### config.mk
export PLATFORM = sky130hd
export DESIGN_NAME = branch_tag_ctrl
export DESIGN_NICKNAME = d
export VERILOG_FILES = /design/src/rtl/branch_pkg.sv /design/src/rtl/branch_resolve_mask.sv /design/src/rtl/branch_tag_ctrl.sv
export SDC_FILE = /design/constraint.sdc
export NUM_CORES = 1
export LEC_CHECK = 0
export CORE_MARGIN = 8
export CORE_UTILIZATION = 35
export DETAILED_ROUTE_END_ITERATION = 6
export DONT_BUFFER_PORTS = 1
export PLACE_DENSITY_LB_ADDON = 0.05
export SYNTH_ARGS = -nofsm -noshare
export SYNTH_HDL_FRONTEND = slang
export SYNTH_SLANG_ARGS = --single-unit
### constraint.sdc
create_clock -name clk -period 3.8 [get_ports clk]
set_clock_uncertainty 0.1 [all_clocks]
set_input_delay 0.95 -clock clk [delete_from_list [all_inputs] [get_ports clk]]
set_output_delay 0.95 -clock clk [all_outputs]
set_load 0.02 [all_outputs]
### src/rtl/branch_pkg.sv
// Shared types and sizing for the branch tag scheduler and its resolve mask.
package branch_pkg;

  localparam int MAX_PREDICT_DEPTH      = 4;
  localparam int MAX_PREDICT_DEPTH_BITS = 3;

  // Tag 0 is the non-speculative table; 1..MAX_PREDICT_DEPTH are checkpoints.
  typedef logic [MAX_PREDICT_DEPTH_BITS-1:0] branch_tag_t;

  localparam branch_tag_t MAX_TAG = branch_tag_t'(MAX_PREDICT_DEPTH);

  typedef enum logic [1:0] {
    RUN,
    SHOOT,
    RECOVER,
    MERGE
  } bt_state_e;

endpackage

### src/rtl/branch_resolve_mask.sv
// Per-tag "resolved correct" flags for the outstanding branch checkpoints.
module branch_resolve_mask
  import branch_pkg::*;
(
  input  logic        clk,
  input  logic        reset,
  input  logic        i_set,
  input  branch_tag_t i_set_tag,
  input  logic        i_clr_from,
  input  branch_tag_t i_clr_tag,
  input  logic        i_clr_all,
  input  branch_tag_t i_depth,
  output logic        o_all_resolved
);

  logic [MAX_PREDICT_DEPTH:1] r_mask;
  logic                       w_all_resolved;

  // NOTE: the flags are reset like any register; a stale bit would fake a merge.
  always_ff @(posedge clk) begin
    if (!reset || i_clr_all) begin
      r_mask <= '0;
    end else begin
      for (int i = 1; i <= MAX_PREDICT_DEPTH; i++) begin
        // NOTE: non-blocking assignments keep every flag update on the same edge.
        if (i_clr_from && i >= int'(i_clr_tag))
          r_mask[i] <= 1'b0;
        else if (i_set && i == int'(i_set_tag))
          r_mask[i] <= 1'b1;
      end
    end
  end

  always_comb begin
    // NOTE: assign a default before the loop so no latch is inferred.
    w_all_resolved = 1'b1;
    for (int i = 1; i <= MAX_PREDICT_DEPTH; i++) begin
      if (i <= int'(i_depth) && !r_mask[i])
        w_all_resolved = 1'b0;
    end
  end

  assign o_all_resolved = w_all_resolved;

endmodule

### src/rtl/branch_tag_ctrl.sv
// Branch tag allocator and RAT shootdown/merge sequencer.
// Optional BRANCH_TAG_STATS_EN adds saturating allocation/mispredict/stall counters.
module branch_tag_ctrl
  import branch_pkg::*;
(
  input  logic        clk,
  input  logic        reset,
  input  logic        alloc_valid,
  output logic        alloc_ready,
  output branch_tag_t alloc_tag,
  output branch_tag_t cur_tag,
  input  logic        resolve_valid,
  input  branch_tag_t resolve_tag,
  input  logic        resolve_mispredict,
  output logic        branch_shootdown,
  output branch_tag_t shootdown_branch_tag,
  output logic        merge_req,
  output branch_tag_t merge_tag,
  input  logic        merge_ack,
  output logic        flush,
  output logic        bad_resolve
`ifdef BRANCH_TAG_STATS_EN
  ,
  output logic [31:0] stat_allocs,
  output logic [31:0] stat_mispredicts,
  output logic [31:0] stat_stall_cycles
`endif
);

  bt_state_e   r_state, w_next_state;
  branch_tag_t r_depth, w_next_depth;
  logic        r_alloc_ready, r_shoot, r_merge_req, r_bad;
  branch_tag_t r_shoot_tag, r_merge_tag;

  logic w_run, w_alloc_fire, w_tag_ok, w_res_ok;
  logic w_mispredict, w_correct, w_bad, w_all_resolved, w_merge_go, w_merge_done;

  assign w_run        = (r_state == RUN);
  assign w_alloc_fire = alloc_valid && r_alloc_ready;
  assign w_tag_ok     = (resolve_tag != '0) && (resolve_tag <= r_depth);
  assign w_res_ok     = resolve_valid && w_run && w_tag_ok;
  assign w_mispredict = w_res_ok && resolve_mispredict;
  assign w_correct    = w_res_ok && !resolve_mispredict;
  assign w_bad        = resolve_valid && ((w_run && !w_tag_ok) || (r_state == MERGE));
  assign w_merge_done = (r_state == MERGE) && merge_ack;
  // Merge only on a quiet cycle so the mask being judged is the final one.
  assign w_merge_go   = w_run && (r_depth != '0) && w_all_resolved &&
                        !resolve_valid && !w_alloc_fire;

  branch_resolve_mask u_mask (
    .clk            (clk),
    .reset          (reset),
    .i_set          (w_correct),
    .i_set_tag      (resolve_tag),
    .i_clr_from     (w_mispredict),
    .i_clr_tag      (resolve_tag),
    .i_clr_all      (w_merge_done),
    .i_depth        (r_depth),
    .o_all_resolved (w_all_resolved)
  );

  always_comb begin
    w_next_state = r_state;
    w_next_depth = r_depth;
    case (r_state)
      RUN: begin
        if (w_mispredict) begin
          // A branch allocated alongside the mispredict is younger and dies with it.
          w_next_state = SHOOT;
          w_next_depth = resolve_tag - branch_tag_t'(1);
        end else begin
          if (w_alloc_fire) w_next_depth = r_depth + branch_tag_t'(1);
          if (w_merge_go)   w_next_state = MERGE;
        end
      end
      SHOOT:   w_next_state = RECOVER;
      RECOVER: w_next_state = RUN;
      MERGE: begin
        if (merge_ack) begin
          w_next_state = RUN;
          w_next_depth = '0;
        end
      end
      default: w_next_state = RUN;
    endcase
  end

  always_ff @(posedge clk) begin
    if (!reset) begin
      r_state       <= RUN;
      r_depth       <= '0;
      r_alloc_ready <= 1'b1;
      r_shoot       <= 1'b0;
      r_shoot_tag   <= '0;
      r_merge_req   <= 1'b0;
      r_merge_tag   <= '0;
      r_bad         <= 1'b0;
    end else begin
      r_state       <= w_next_state;
      r_depth       <= w_next_depth;
      r_alloc_ready <= (w_next_state == RUN) && (w_next_depth < MAX_TAG);
      r_shoot       <= w_mispredict;
      r_shoot_tag   <= w_mispredict ? resolve_tag : '0;
      r_merge_req   <= (w_next_state == MERGE);
      r_merge_tag   <= (w_next_state == MERGE) ? w_next_depth : '0;
      if (w_bad) r_bad <= 1'b1;
    end
  end

  assign alloc_ready          = r_alloc_ready;
  assign alloc_tag            = w_alloc_fire ? r_depth + branch_tag_t'(1) : '0;
  assign cur_tag              = r_depth;
  assign branch_shootdown     = r_shoot;
  assign flush                = r_shoot;
  assign shootdown_branch_tag = r_shoot_tag;
  assign merge_req            = r_merge_req;
  assign merge_tag            = r_merge_tag;
  assign bad_resolve          = r_bad;

`ifdef BRANCH_TAG_STATS_EN
  logic [31:0] r_stat_allocs, r_stat_misp, r_stat_stall;

  function automatic logic [31:0] sat_inc(input logic [31:0] v, input logic en);
    return (en && v != '1) ? v + 32'd1 : v;
  endfunction

  always_ff @(posedge clk) begin
    if (!reset) begin
      r_stat_allocs <= '0;
      r_stat_misp   <= '0;
      r_stat_stall  <= '0;
    end else begin
      r_stat_allocs <= sat_inc(r_stat_allocs, w_alloc_fire);
      r_stat_misp   <= sat_inc(r_stat_misp, w_mispredict);
      r_stat_stall  <= sat_inc(r_stat_stall, alloc_valid && !r_alloc_ready);
    end
  end

  assign stat_allocs       = r_stat_allocs;
  assign stat_mispredicts  = r_stat_misp;
  assign stat_stall_cycles = r_stat_stall;
`endif

endmodule

==> results of run 1 <==
## layout make-up
type | instances | share of cell area [%]
multi-input combinational | 95 | 58.76
clock inverter | 1 | 0.4073
sequential | 19 | 30.96
inverter | 11 | 3.360
tap | 46 | 4.684
clock buffer | 3 | 1.833
## final timing paths
kind / from / endpoint / slack, ps
hold / removal: u_mask.r_mask[3] / u_mask.r_mask[3] / 440
setup / recovery: cur_tag[0] / alloc_tag[1] / 1030
setup reg to reg: cur_tag[1] / alloc_ready / 1320
hold reg to reg: u_mask.r_mask[3] / u_mask.r_mask[3] / 440
## per-stage QoR
step           power, uW  hold slack, ps
6_report           659.1           443.6
5_1_grt            713.4           473.2
3_5_place_dp       564.6           433.4
4_1_cts            667.2           448.7
2_1_floorplan      501.5           386.4
3_3_place_gp       564.2           438.0
## power breakdown
group	switching, uW	total [uW]	internal (uW)	leakage, uW
combinational	156	265	109	0.000345
clock	63.5	103	39.2	0.0000177
sequential	65.1	292	227	0.000154
## state kept, by name, indices dropped and copies added, names as in the netlist
| signal | count |
|---|---|
| u_mask.r_mask | 4 |
| merge_tag | 3 |
| r_state | 2 |
| merge_req | 1 |
| cur_tag | 3 |
| alloc_ready | 1 |
| shootdown_branch_tag | 3 |
| branch_shootdown | 1 |
| bad_resolve | 1 |
## worst max-delay path, cell delays in order (launching register included)
cell and delay [ps]:
dfxtp_1 620, inv_1 180, ha_1 320, and3_1 300
## layer usage
layer | global-route usage [%] | vias up | share of wire [%]
met5 | 0 | - | 0
li1 | - | 440 | -
met3 | 4.229 | 4 | 10
met1 | 12.84 | 396 | 47
met4 | 3.991 | 0 | 1.2
met2 | 15.35 | 40 | 41
## cells by family (layout without fill, tap and decap cells)
| group | after synthesis | in the layout | share of synthesized area (%) |
|---|---|---|---|
| simple gates | 47 | 47 | 22.29 |
| compound gates | 27 | 27 | 18.61 |
| flops | 19 | 19 | 32.90 |
| fa+ha+maj | 15 | 15 | 16.23 |
| buf+inv | 13 | 15 | 4.654 |
| xor+xnor | 3 | 3 | 2.273 |
| mux | 3 | 3 | 3.030 |
## layout by cell type, fill, tap and decap left out, types with 2 or more instances in the layout
cell       n
dfxtp_1   19
ha_1      15
inv_1     11
nor2_1    11
nand2_1    9
a21oi_1    7
nor2b_1    4
and2_1     4
a31oi_1    4
nand2b_1   3
nor3_1     3
clkbuf_4   3
xnor2_1    2
nand3_1    2
mux2i_1    2
a22oi_1    2
and2b_1    2
a21boi_2   2
nor3_2     2
o21ai_0    2
==> impl_metrics.env, run 1 <==
export IMPL_htree_levels=1
export IMPL_cts_root_buffer="clkbuf_4"
export IMPL_routed_wl_um=2641
export IMPL_final_cells=175
export IMPL_finalSetupViolCount=0
export IMPL_cts_buffers_inserted=3
export IMPL_end_kind="output pin"
export IMPL_worst_r2r_path_depth=8
export IMPL_synth_area_mm2=0.001156
export IMPL_n_antenna_cell=0
export IMPL_core_area_mm2=0.003258
export IMPL_min_path_type="flip-flop to flip-flop"
export IMPL_finish_utilization_pct=37.71
export IMPL_drt_iter0_markers=42
export IMPL_crit_required_ps=2750
export IMPL_cts_hold_buffers=0
export IMPL_ir_worst_vdd_mv=0.1872
export IMPL_synth_nets=151
export IMPL_grtUsageTotal_pct=10.34
export IMPL_cts_sinks=19
export IMPL_synth_edff_count=0
export IMPL_ys_seq_area_share_pct=32.90
export IMPL_portBuffers=0
export IMPL_synthToLayoutAreaGrowth_pct=6.277
export IMPL_fin_crit_ps=2771
export IMPL_dieArea_mm2=0.005399
export IMPL_powerDensity_mw_per_mm2=536.4
export IMPL_fin_crit_sh_pct=72.92
export IMPL_drive_gt1_share_pct=12.40
export IMPL_avgRoutedWirePerCell_um=15.09
export IMPL_synth_cell_types=40
export IMPL_drv_cap=0
export IMPL_finalHoldViolCount=0
export IMPL_via_per_inst=5.029
export IMPL_final_antenna_net_count=0
export IMPL_post_cts_resized=0
export IMPL_yosys_cell_count_top_type="dfxtp_1"
export IMPL_dieWidth_um=73.48
export IMPL_gp_congestion=0.8104
export IMPL_startpoint_type="flip-flop"
export IMPL_critPathArrivalTime_ps=1720
export IMPL_layout_nets=154
export IMPL_syn_inst=127
export IMPL_dp_slack_ps=1124
export IMPL_num_io_pins=26
export IMPL_fp_dieH_um=73.48
export IMPL_worst_setup_path_type="flip-flop to output pin"
export IMPL_worstHoldPathCells=2
export IMPL_synthTopCellsByCount="19 x dfxtp_1, 15 x ha_1, 11 x inv_1, 11 x nor2_1, 9 x nand2_1"
export IMPL_drv_slew=0
export IMPL_ys_seq_elements=19
export IMPL_clk_latency_ps=300
export IMPL_synthTopCellsByArea="dfxtp_1 33%, ha_1 16%, inv_1 3.6%, nor2_1 3.6%, a21oi_1 3.0%"
export IMPL_fillers=348
export IMPL_antenna_found_initial=0
export IMPL_slew_headroom_pct=62.28
export IMPL_outcome="finished, final reports clean"
export IMPL_seqCellArea_um2=380.4
export IMPL_worst_slack_ps=1029
export IMPL_synthArstFlopShare_pct=0
export IMPL_rows=21
export IMPL_setup_tns_final_ps=0
export IMPL_initial_core_util_pct=35.48
export IMPL_synthesis_area_per_instance_um2=9.103
export IMPL_remaining_drc_errors=0
export IMPL_clock_path_buffers=2
export IMPL_multi_input_area_um2=721.9
export IMPL_overflow=0
export IMPL_grt_pass1_wl_um=4278
export IMPL_routed_via_count=880
export IMPL_max_freq_mhz=360.9
export IMPL_post_dp_cell_area_mm2=0.001201
export IMPL_hpwl_um=2184
export IMPL_dp_cells=171
export IMPL_grt_pass1_vias=864
export IMPL_tightest_slew_ps=565.0
export IMPL_clk_pin_slew_worst_paths_ps=120
export IMPL_netlist_area_leader_share_pct=32.90
export IMPL_grt_setup_unrepaired="no"
export IMPL_design_area_mm2=0.001229
export IMPL_ys_flop_type="dfxtp_1"
export IMPL_cts_tree="done"
export IMPL_power_leakage_uw=0.0005167
export IMPL_cts_setup_buffers=0
export IMPL_yosys_warnings=0
export IMPL_grt_max_degree=12
export IMPL_first_pass_iters=4
export IMPL_crit_path_max_fanout=6
export IMPL_yosysTopAreaCell="dfxtp_1"
Power figures use the tool's default switching activity.
==> run 2: changes to the inputs <==
clock period = 2.53 ns   (was 3.8 ns; I/O delays follow)
==> run 2 against run 1 <==
Hold slack worse by 97 ps; largest power group is now combinational cells; wire length up 3.5%; final cell count up 1.7%; total power up 53%.
==> impl_metrics.env, run 2 (synthesis gave the netlist of run 1 again) <==
export IMPL_outcome="finished, final reports clean"
export IMPL_final_cells=178
export IMPL_tightest_slew_ps=450.3
export IMPL_min_path_type="input pin to flip-flop"
export IMPL_fp_dieH_um=73.48
export IMPL_gp_congestion=0.8339
export IMPL_cpMaxStageDelayCell="dfxtp_1"
export IMPL_clock_path_buffers=2
export IMPL_post_cts_resized=0
export IMPL_routed_wl_um=2733
export IMPL_final_antenna_net_count=0
export IMPL_crit_family="flip-flops"
export IMPL_worstHoldPathCells=1
export IMPL_startpoint_type="flip-flop"
export IMPL_dieWidth_um=73.48
export IMPL_slew_headroom_pct=69.98
export IMPL_critPathArrivalTime_ps=1550
export IMPL_cts_tree="done"
export IMPL_max_freq_mhz=438.7
export IMPL_cts_hold_buffers=0
export IMPL_remaining_drc_errors=0
export IMPL_top_register="u_mask.r_mask"
export IMPL_powerDensity_mw_per_mm2=804.3
export IMPL_slowest_delay_ps=380
export IMPL_routed_via_count=878
export IMPL_worst_setup_path_type="flip-flop to output pin"
export IMPL_grt_setup_unrepaired="no"
export IMPL_drive_gt1_share_pct=14.39
export IMPL_synthToLayoutAreaGrowth_pct=8.225
export IMPL_cts_root_buffer="clkbuf_4"
export IMPL_rows=21
export IMPL_finalPower_uw=1006
export IMPL_multi_input_area_um2=721.9
export IMPL_cp_depth=4
export IMPL_initial_core_util_pct=35.48
export IMPL_layout_nets=157
export IMPL_fillers=373
export IMPL_grt_pass1_vias=905
export IMPL_core_area_mm2=0.003258
export IMPL_drv_cap=0
export IMPL_largest_reg_flops=4
export IMPL_seqCellArea_um2=380.4
export IMPL_crit_path_max_fanout=4
export IMPL_final_common_cell="dfxtp_1"
export IMPL_cts_setup_buffers=0
export IMPL_drt_iter0_markers=37
export IMPL_drv_slew=0
export IMPL_portBuffers=0
export IMPL_n_antenna_cell=0
export IMPL_layout_common_cells="19 x dfxtp_1, 15 x ha_1, 11 x inv_1, 11 x nor2_1, 9 x nand2_1"
export IMPL_overflow=0
export IMPL_grt_pass1_wl_um=4312
export IMPL_dieArea_mm2=0.005399
export IMPL_finalSetupViolCount=0
export IMPL_power_leakage_uw=0.0005327
export IMPL_avgRoutedWirePerCell_um=15.35
export IMPL_crit_buf_inv=1
export IMPL_first_pass_iters=3
export IMPL_ir_worst_vdd_mv=0.3155
export IMPL_worst_r2r_path_depth=8
export IMPL_fin_crit_ps=2279
export IMPL_cts_buffers_inserted=3
export IMPL_clk_pin_slew_worst_paths_ps=110
export IMPL_dp_cells=174
export IMPL_fin_crit_sh_pct=90.09
export IMPL_cts_sinks=19
export IMPL_crit_required_ps=1800
export IMPL_path_cells="buf_4, ha_1, xnor2_1, nor2_1"
export IMPL_grt_max_degree=12
export IMPL_end_kind="output pin"
export IMPL_htree_levels=1
export IMPL_grtUsageTotal_pct=10.49
export IMPL_num_io_pins=26
export IMPL_via_per_inst=4.933
export IMPL_antenna_found_initial=0
export IMPL_hpwl_um=2310
export IMPL_setup_tns_final_ps=0
export IMPL_finalHoldViolCount=0
export IMPL_clk_latency_ps=300
## run 2: path summary, 6_finish.rpt
path / start / to / slack, ps
hold / removal: resolve_tag[1] / shootdown_branch_tag[1] / 350
setup reg to reg: cur_tag[1] / alloc_ready / 450
setup / recovery: cur_tag[0] / alloc_tag[2] / 250
hold reg to reg: u_mask.r_mask[4] / u_mask.r_mask[4] / 460
## run 2: layout make-up
type / count / share of cell area (%)
Sequential cell: 19 / 30.40
Tap cell: 46 / 4.600
Multi-Input combinational cell: 95 / 57.70
Timing Repair Buffer: 3 / 1.800
Clock buffer: 3 / 1.800
Inverter: 11 / 3.300
Clock inverter: 1 / 0.4000
## run 2: stage by stage
stage | hold slack (ps) | setup WS, ps | utilization (%) | cell area (um2)
finish | 346.6 | 250.6 | 38.40 | 1251
global route | 335.3 | 198.6 | 38.40 | 1251
CTS | 341.3 | 230.8 | 38.40 | 1251
detailed placement | 434.9 | 188.4 | 37.56 | 1224
global placement | 435.2 | 214.1 | 37.56 | 1224
floorplan | 386.4 | 338.8 | - | 1156
## run 2: where the power goes
part	internal (uW)	leakage [uW]	switching (uW)
clock	58.9	0.0000177	95.4
sequential	341	0.000154	65.7
combinational	177	0.000361	269
total	576	0.000533	430
## run 2: layer usage
| metal | GRT usage (%) | wire length (um) | up-vias |
|---|---|---|---|
| met2 | 16.54 | 1166 | 22 |
| li1 | - | - | 445 |
| met4 | 3.991 | 34 | 0 |
| met5 | 0 | 0 | - |
| met1 | 12.71 | 1312 | 407 |
| met3 | 3.547 | 219 | 4 |
==> run 3: changes to the inputs <==
CORE_MARGIN = not set   (was 8)
GPL_TIMING_DRIVEN = 0   (was not set)
==> run 3 against run 2 <==
Global-route usage increased by 5.1 points; critical endpoint is now alloc_ready; wire length fell by 9.2%; final area up 1.1%; critical path type is now flip-flop to flip-flop.
==> impl_metrics.env, run 3 (synthesis gave the netlist of run 1 again) <==
export IMPL_outcome="finished, final reports clean"
export IMPL_largest_reg_flops=4
export IMPL_dieWidth_um=59.48
export IMPL_final_cells=177
export IMPL_seqPwrFrac_pct=43.0
export IMPL_power_leakage_uw=0.0005382
export IMPL_slowest_delay_ps=410
export IMPL_clock_path_buffers=2
export IMPL_fin_crit_ps=2311
export IMPL_switching_share_pct=42.63
export IMPL_avgRoutedWirePerCell_um=14.02
export IMPL_num_io_pins=26
export IMPL_finalSetupViolCount=0
export IMPL_top_register="u_mask.r_mask"
export IMPL_p_clk_share_pct=15.6
export IMPL_drv_slew=0
export IMPL_max_freq_mhz=432.8
export IMPL_gp_congestion=0.8300
export IMPL_hpwl_um=1989
export IMPL_worstHoldPathCells=1
export IMPL_clk_pin_slew_worst_paths_ps=110
export IMPL_routed_wl_um=2482
export IMPL_fp_dieH_um=59.48
export IMPL_powerDensity_mw_per_mm2=791.2
export IMPL_worst_r2r_path_depth=9
export IMPL_antenna_found_initial=0
export IMPL_final_antenna_net_count=0
export IMPL_critPathArrivalTime_ps=2420
export IMPL_p_int_uw=574.2
export IMPL_core_area_mm2=0.003103
export IMPL_grt_max_degree=12
export IMPL_crit_path_max_fanout=8
export IMPL_crit_required_ps=2640
export IMPL_switchingPower_uw=426.7
export IMPL_overflow=0
export IMPL_final_common_cell="dfxtp_1"
export IMPL_dp_cells=171
export IMPL_min_from="resolve_tag[2]"
export IMPL_tightest_slew_ps=379.8
export IMPL_reg2reg_from="cur_tag[2]"
export IMPL_end_kind="flip-flop"
export IMPL_cts_tree="done"
export IMPL_finalHoldViolCount=0
export IMPL_cts_sinks=19
export IMPL_power_share_combinational_pct=41.4
export IMPL_first_pass_iters=4
export IMPL_critPathLaunch="cur_tag[2]"
export IMPL_synthToLayoutAreaGrowth_pct=9.415
export IMPL_ir_worst_vdd_mv=0.1962
export IMPL_path_cells="buf_2, inv_1, ha_1, nand3_1, o21ai_1, o21ai_4, a21boi_1, o311a_1, nor3_2"
export IMPL_fin_crit_sh_pct=91.33
export IMPL_remaining_drc_errors=0
export IMPL_min_path_type="input pin to flip-flop"
export IMPL_clk_latency_ps=300
export IMPL_dieArea_mm2=0.003537
export IMPL_layout_nets=158
export IMPL_n_antenna_cell=0
export IMPL_layout_common_cells="16 x dfxtp_1, 15 x ha_1, 11 x inv_1, 11 x nor2_1, 9 x nand2_1"
export IMPL_portBuffers=0
export IMPL_cts_root_buffer="clkbuf_4"
export IMPL_grt_pass1_wl_um=4050
export IMPL_startpoint_type="flip-flop"
export IMPL_rows=20
export IMPL_drv_cap=0
export IMPL_grt_setup_unrepaired="no"
export IMPL_hold_ws_ps=347.6
export IMPL_via_per_inst=5.023
export IMPL_grt_pass1_vias=863
export IMPL_initial_core_util_pct=37.26
export IMPL_cts_hold_buffers=0
export IMPL_cpMaxStageDelayCell="dfxtp_2"
export IMPL_routed_via_count=889
export IMPL_setup_tns_final_ps=0
export IMPL_grtUsageTotal_pct=15.62
export IMPL_drt_iter0_markers=21
export IMPL_worst_setup_path_type="flip-flop to flip-flop"
export IMPL_htree_levels=1
export IMPL_cts_buffers_inserted=3
export IMPL_drive_gt1_share_pct=17.29
export IMPL_slew_headroom_pct=74.59
run 3: cell type report:
cell class / count / area (um2)
Buffer: 2 / 12.51
Clock buffer: 3 / 22.52
Clock inverter: 1 / 5.005
Fill cell: 351 / 1838
Inverter: 11 / 41.29
Multi-Input combinational cell: 95 / 729.5
Sequential cell: 19 / 384.1
Tap cell: 44 / 55.05
Timing Repair Buffer: 2 / 15.01
run 3: path summary, 6_finish.rpt:
path | to | slack, ps
hold reg to reg | u_mask.r_mask[3] | 460
setup reg to reg | alloc_ready | 220
hold / removal | shootdown_branch_tag[2] | 350
setup / recovery | alloc_ready | 220
run 3: worst max-delay path: cells and delay by family, from the launching register on:
kind / cells / cell delay (ps)
adder cells (fa/ha/maj): 1 / 310
AND/OR/NAND/NOR: 2 / 130
AO/OA/AOI/OAI: 4 / 950
buffers and inverters: 2 / 310
flip-flops: 1 / 410
run 3: repair_timing:
action	in CTS	in global routing
gates resized for setup	0	4
buffers inserted	0	2
setup endpoints to repair	0	11
run 3: per-layer routing:
layer	GRT usage [%]	up-vias	part of all wire (%)
li1	-	447	-
met1	21.24	415	49
met2	24.72	22	45
met3	1.528	5	3.7
met4	7.143	0	1.9
met5	0	-	0
run 3: per-stage QoR:
step | total power (uW) | util [%] | instance area [um2] | setup WS, ps
final | 1001 | 40.77 | 1265 | 219.4
after global routing | 1089 | 40.77 | 1265 | 77.16
after CTS | 999.9 | 39.92 | 1239 | 17.09
after floorplan | 753.3 | - | 1156 | 338.8
after detailed placement | 839.5 | 39.03 | 1211 | 40.87
after global placement | 836.0 | 39.03 | 1211 | 40.86
run 3: power groups by stage:
| stage | Clock [uW] | Sequential (uW) | Combinational, uW |
|---|---|---|---|
| 4_1_cts | 164 | 428 | 409 |
| 6_report | 156 | 430 | 414 |
| 5_1_grt | 183 | 438 | 469 |
| 3_5_place_dp | 0 | 434 | 405 |
| 3_3_place_gp | 0 | 434 | 402 |
| 2_1_floorplan | 0 | 417 | 336 |
==> RTL change: new RTL, settings of run 1 <==
The 4 states of `bt_state_e` get a Gray code encoding in 2 bits.
--- a/src/rtl/branch_pkg.sv
+++ b/src/rtl/branch_pkg.sv
@@ -12,6 +12,6 @@
   typedef enum logic [1:0] {
-    RUN,
-    SHOOT,
-    RECOVER,
-    MERGE
+    RUN     = 2'b00,
+    SHOOT   = 2'b01,
+    RECOVER = 2'b11,
+    MERGE   = 2'b10
   } bt_state_e;
Formal check against the unedited RTL: same outputs for any inputs over 10 cycles, from zero or initial values and one cycle with reset low; not proved beyond that.
==> RTL change against run 1 <==
Setup slack worse by 0.026 ns. Power fell by 14%. Combinational power shrank 27%. Sequential cell count unchanged. Wire length up 16%. Final area is 0.41% higher. Critical endpoint unchanged. Fmax shrank 0.94%. Sequential share of layout area decreased by 0.13 points. Synthesized cell count rose by 3.9%. Area after synthesis rose by 2.4%.
==> RTL change: results (changes against run 1) <==
Most used DFF post-synth=dfxtp_1; CTS root buf=clkbuf_4; sequential share of the synthesized area=0.321 (-0.00765); yosys warns=0 (unchanged); GPL Wtd Cong=0.915 (+13%); DP Cell Count=174 (+1.8%); DR vias/cell=5.58 (+11%); CP max stage cell=dfxtp_1; Synth area leaders=dfxtp_1 32%, ha_1 13%, nor2_1 4.4%; Port Buffers=0 (unchanged); initial DRC count=63 (+50%); max reg flops=4 (unchanged); ant diodes=0 (unchanged); router iterations before antenna repair=4 (unchanged); Hold Startpoint=u_mask.r_mask[1]$_SDFFE_PP0P_; Max FO, Critical Path=8 (+2); Post-CTS Setup Bufs=0 (unchanged); hold slack final=0.444 ns (+0.000232 ns); Remaining DRCs=0 (unchanged); HP Class=reg -> reg; Final #Nets=154 (unchanged); TritonCTS Buffers=3 (unchanged); Skew-Pair Late Insertion Delay=0.30 ns (about the same); first-pass GRT wire length=4930 µm (+15%); FF-to-FF Start=cur_tag[2]$_SDFF_PN0_; drt wl/cell=17.2 µm (+14%); r2r setup slk=1.12 ns (-0.20 ns); non-filler cells, final=178 (+1.7%); worst vdd ir=0.125 mV (-33%); Commonest cells post-synth=19 x dfxtp_1, 14 x nor2_1, 12 x ha_1; clock buffer depth=2 (unchanged); CP top delay family=flip-flops; sw frac=0.412 (-0.0196); Critical Path AT=1.75 ns (+0.03 ns); placed instance area=0.00121 mm² (+0.42%); vias in the first global route=1,004 (+16%); total of fill cells in the finished design=351 (+0.86%); Max H-tree Level=1 (unchanged); post-DP HPWL=2470 µm (+13%); CP Launch Point=cur_tag[0]$_SDFF_PN0_; LEAKAGE=0.000495 µW (-4.1%); Mapped Cells=132 (+3.9%); share of layout cells above drive strength 1=0.0833 (-0.0407); status=complete, no violations; initial antenna violation count=0 (unchanged); max_slew headroom=0.630 (+0.00670); GRT Total Usage=0.116 (+0.0127); Synth cell types=42 (+5.0%); Largest Register=u_mask.r_mask; Max stage delay on crit path=0.65 ns (+0.03 ns); worst setup margin=1.00 ns (-0.0263 ns); CTS resizes=0 (unchanged); Async S/R FF share, synth=0 (unchanged); Clock Pin Slew Worst Setup and Hold Paths=0.12 ns (about the same); largest net degree at the start of global routing=12 (unchanged)
-- RTL change: cell families (layout without fill, tap and decap cells) --
family          count (synthesis)  after routing  synth area share
compound gates                 35             35             0.255
xor+xnor                        2              2            0.0148
fa+ha+maj                      12             12             0.127
buf+inv                        15             15            0.0645
flops                          19             19             0.321
simple gates                   49             49             0.218
-- RTL change: worst reg2reg max path, stage by stage, from the launching register on --
cell	delay, ns
dfxtp_1	0.69
inv_1	0.20
ha_1	0.38
and3b_1	0.19
o21ai_0	0.42
a211oi_1	0.14
a221oi_1	0.35
nor2_1	0.09
-- RTL change: worst paths after layout --
kind	end	depth (start not counted)
max reg2reg	merge_tag[1]$_SDFF_PN0_	7
min	u_mask.r_mask[1]$_SDFFE_PP0P_	2
min reg2reg	u_mask.r_mask[1]$_SDFFE_PP0P_	2
max	alloc_tag[1]	3
-- RTL change: cell type report --
class	count	area (µm²)	area share
multi-input cells	98	727	0.589
flip-flops and latches	19	380	0.308
well taps	46	57.6	0.0467
inverters	11	41.3	0.0335
clock buffers	3	22.5	0.0183
clock inverters	1	5.00	0.00406
-- RTL change: stage by stage --
step / utilization / total power (µW)
2_1_floorplan: - / 427
3_3_place_gp: 0.367 / 466
3_5_place_dp: 0.367 / 467
4_1_cts: 0.376 / 575
5_1_grt: 0.376 / 611
6_report: 0.376 / 570
-- RTL change: routing by layer --
layer  vias to the layer above  GRT usage  wire length [µm]
met1                       492      0.138              1390
met5                         -          0                 0
met3                         2     0.0364               173
met2                        15      0.194              1480
li1                        484          -                 -
met4                         0     0.0333                23
-- RTL change: power by group through the flow --
stage	logic [µW]	registers, µW	clock network, µW
after floorplan	169	258	0
after global placement	192	273	0
after detailed placement	194	274	0
after CTS	195	269	112
after global routing	216	272	123
final	194	268	109
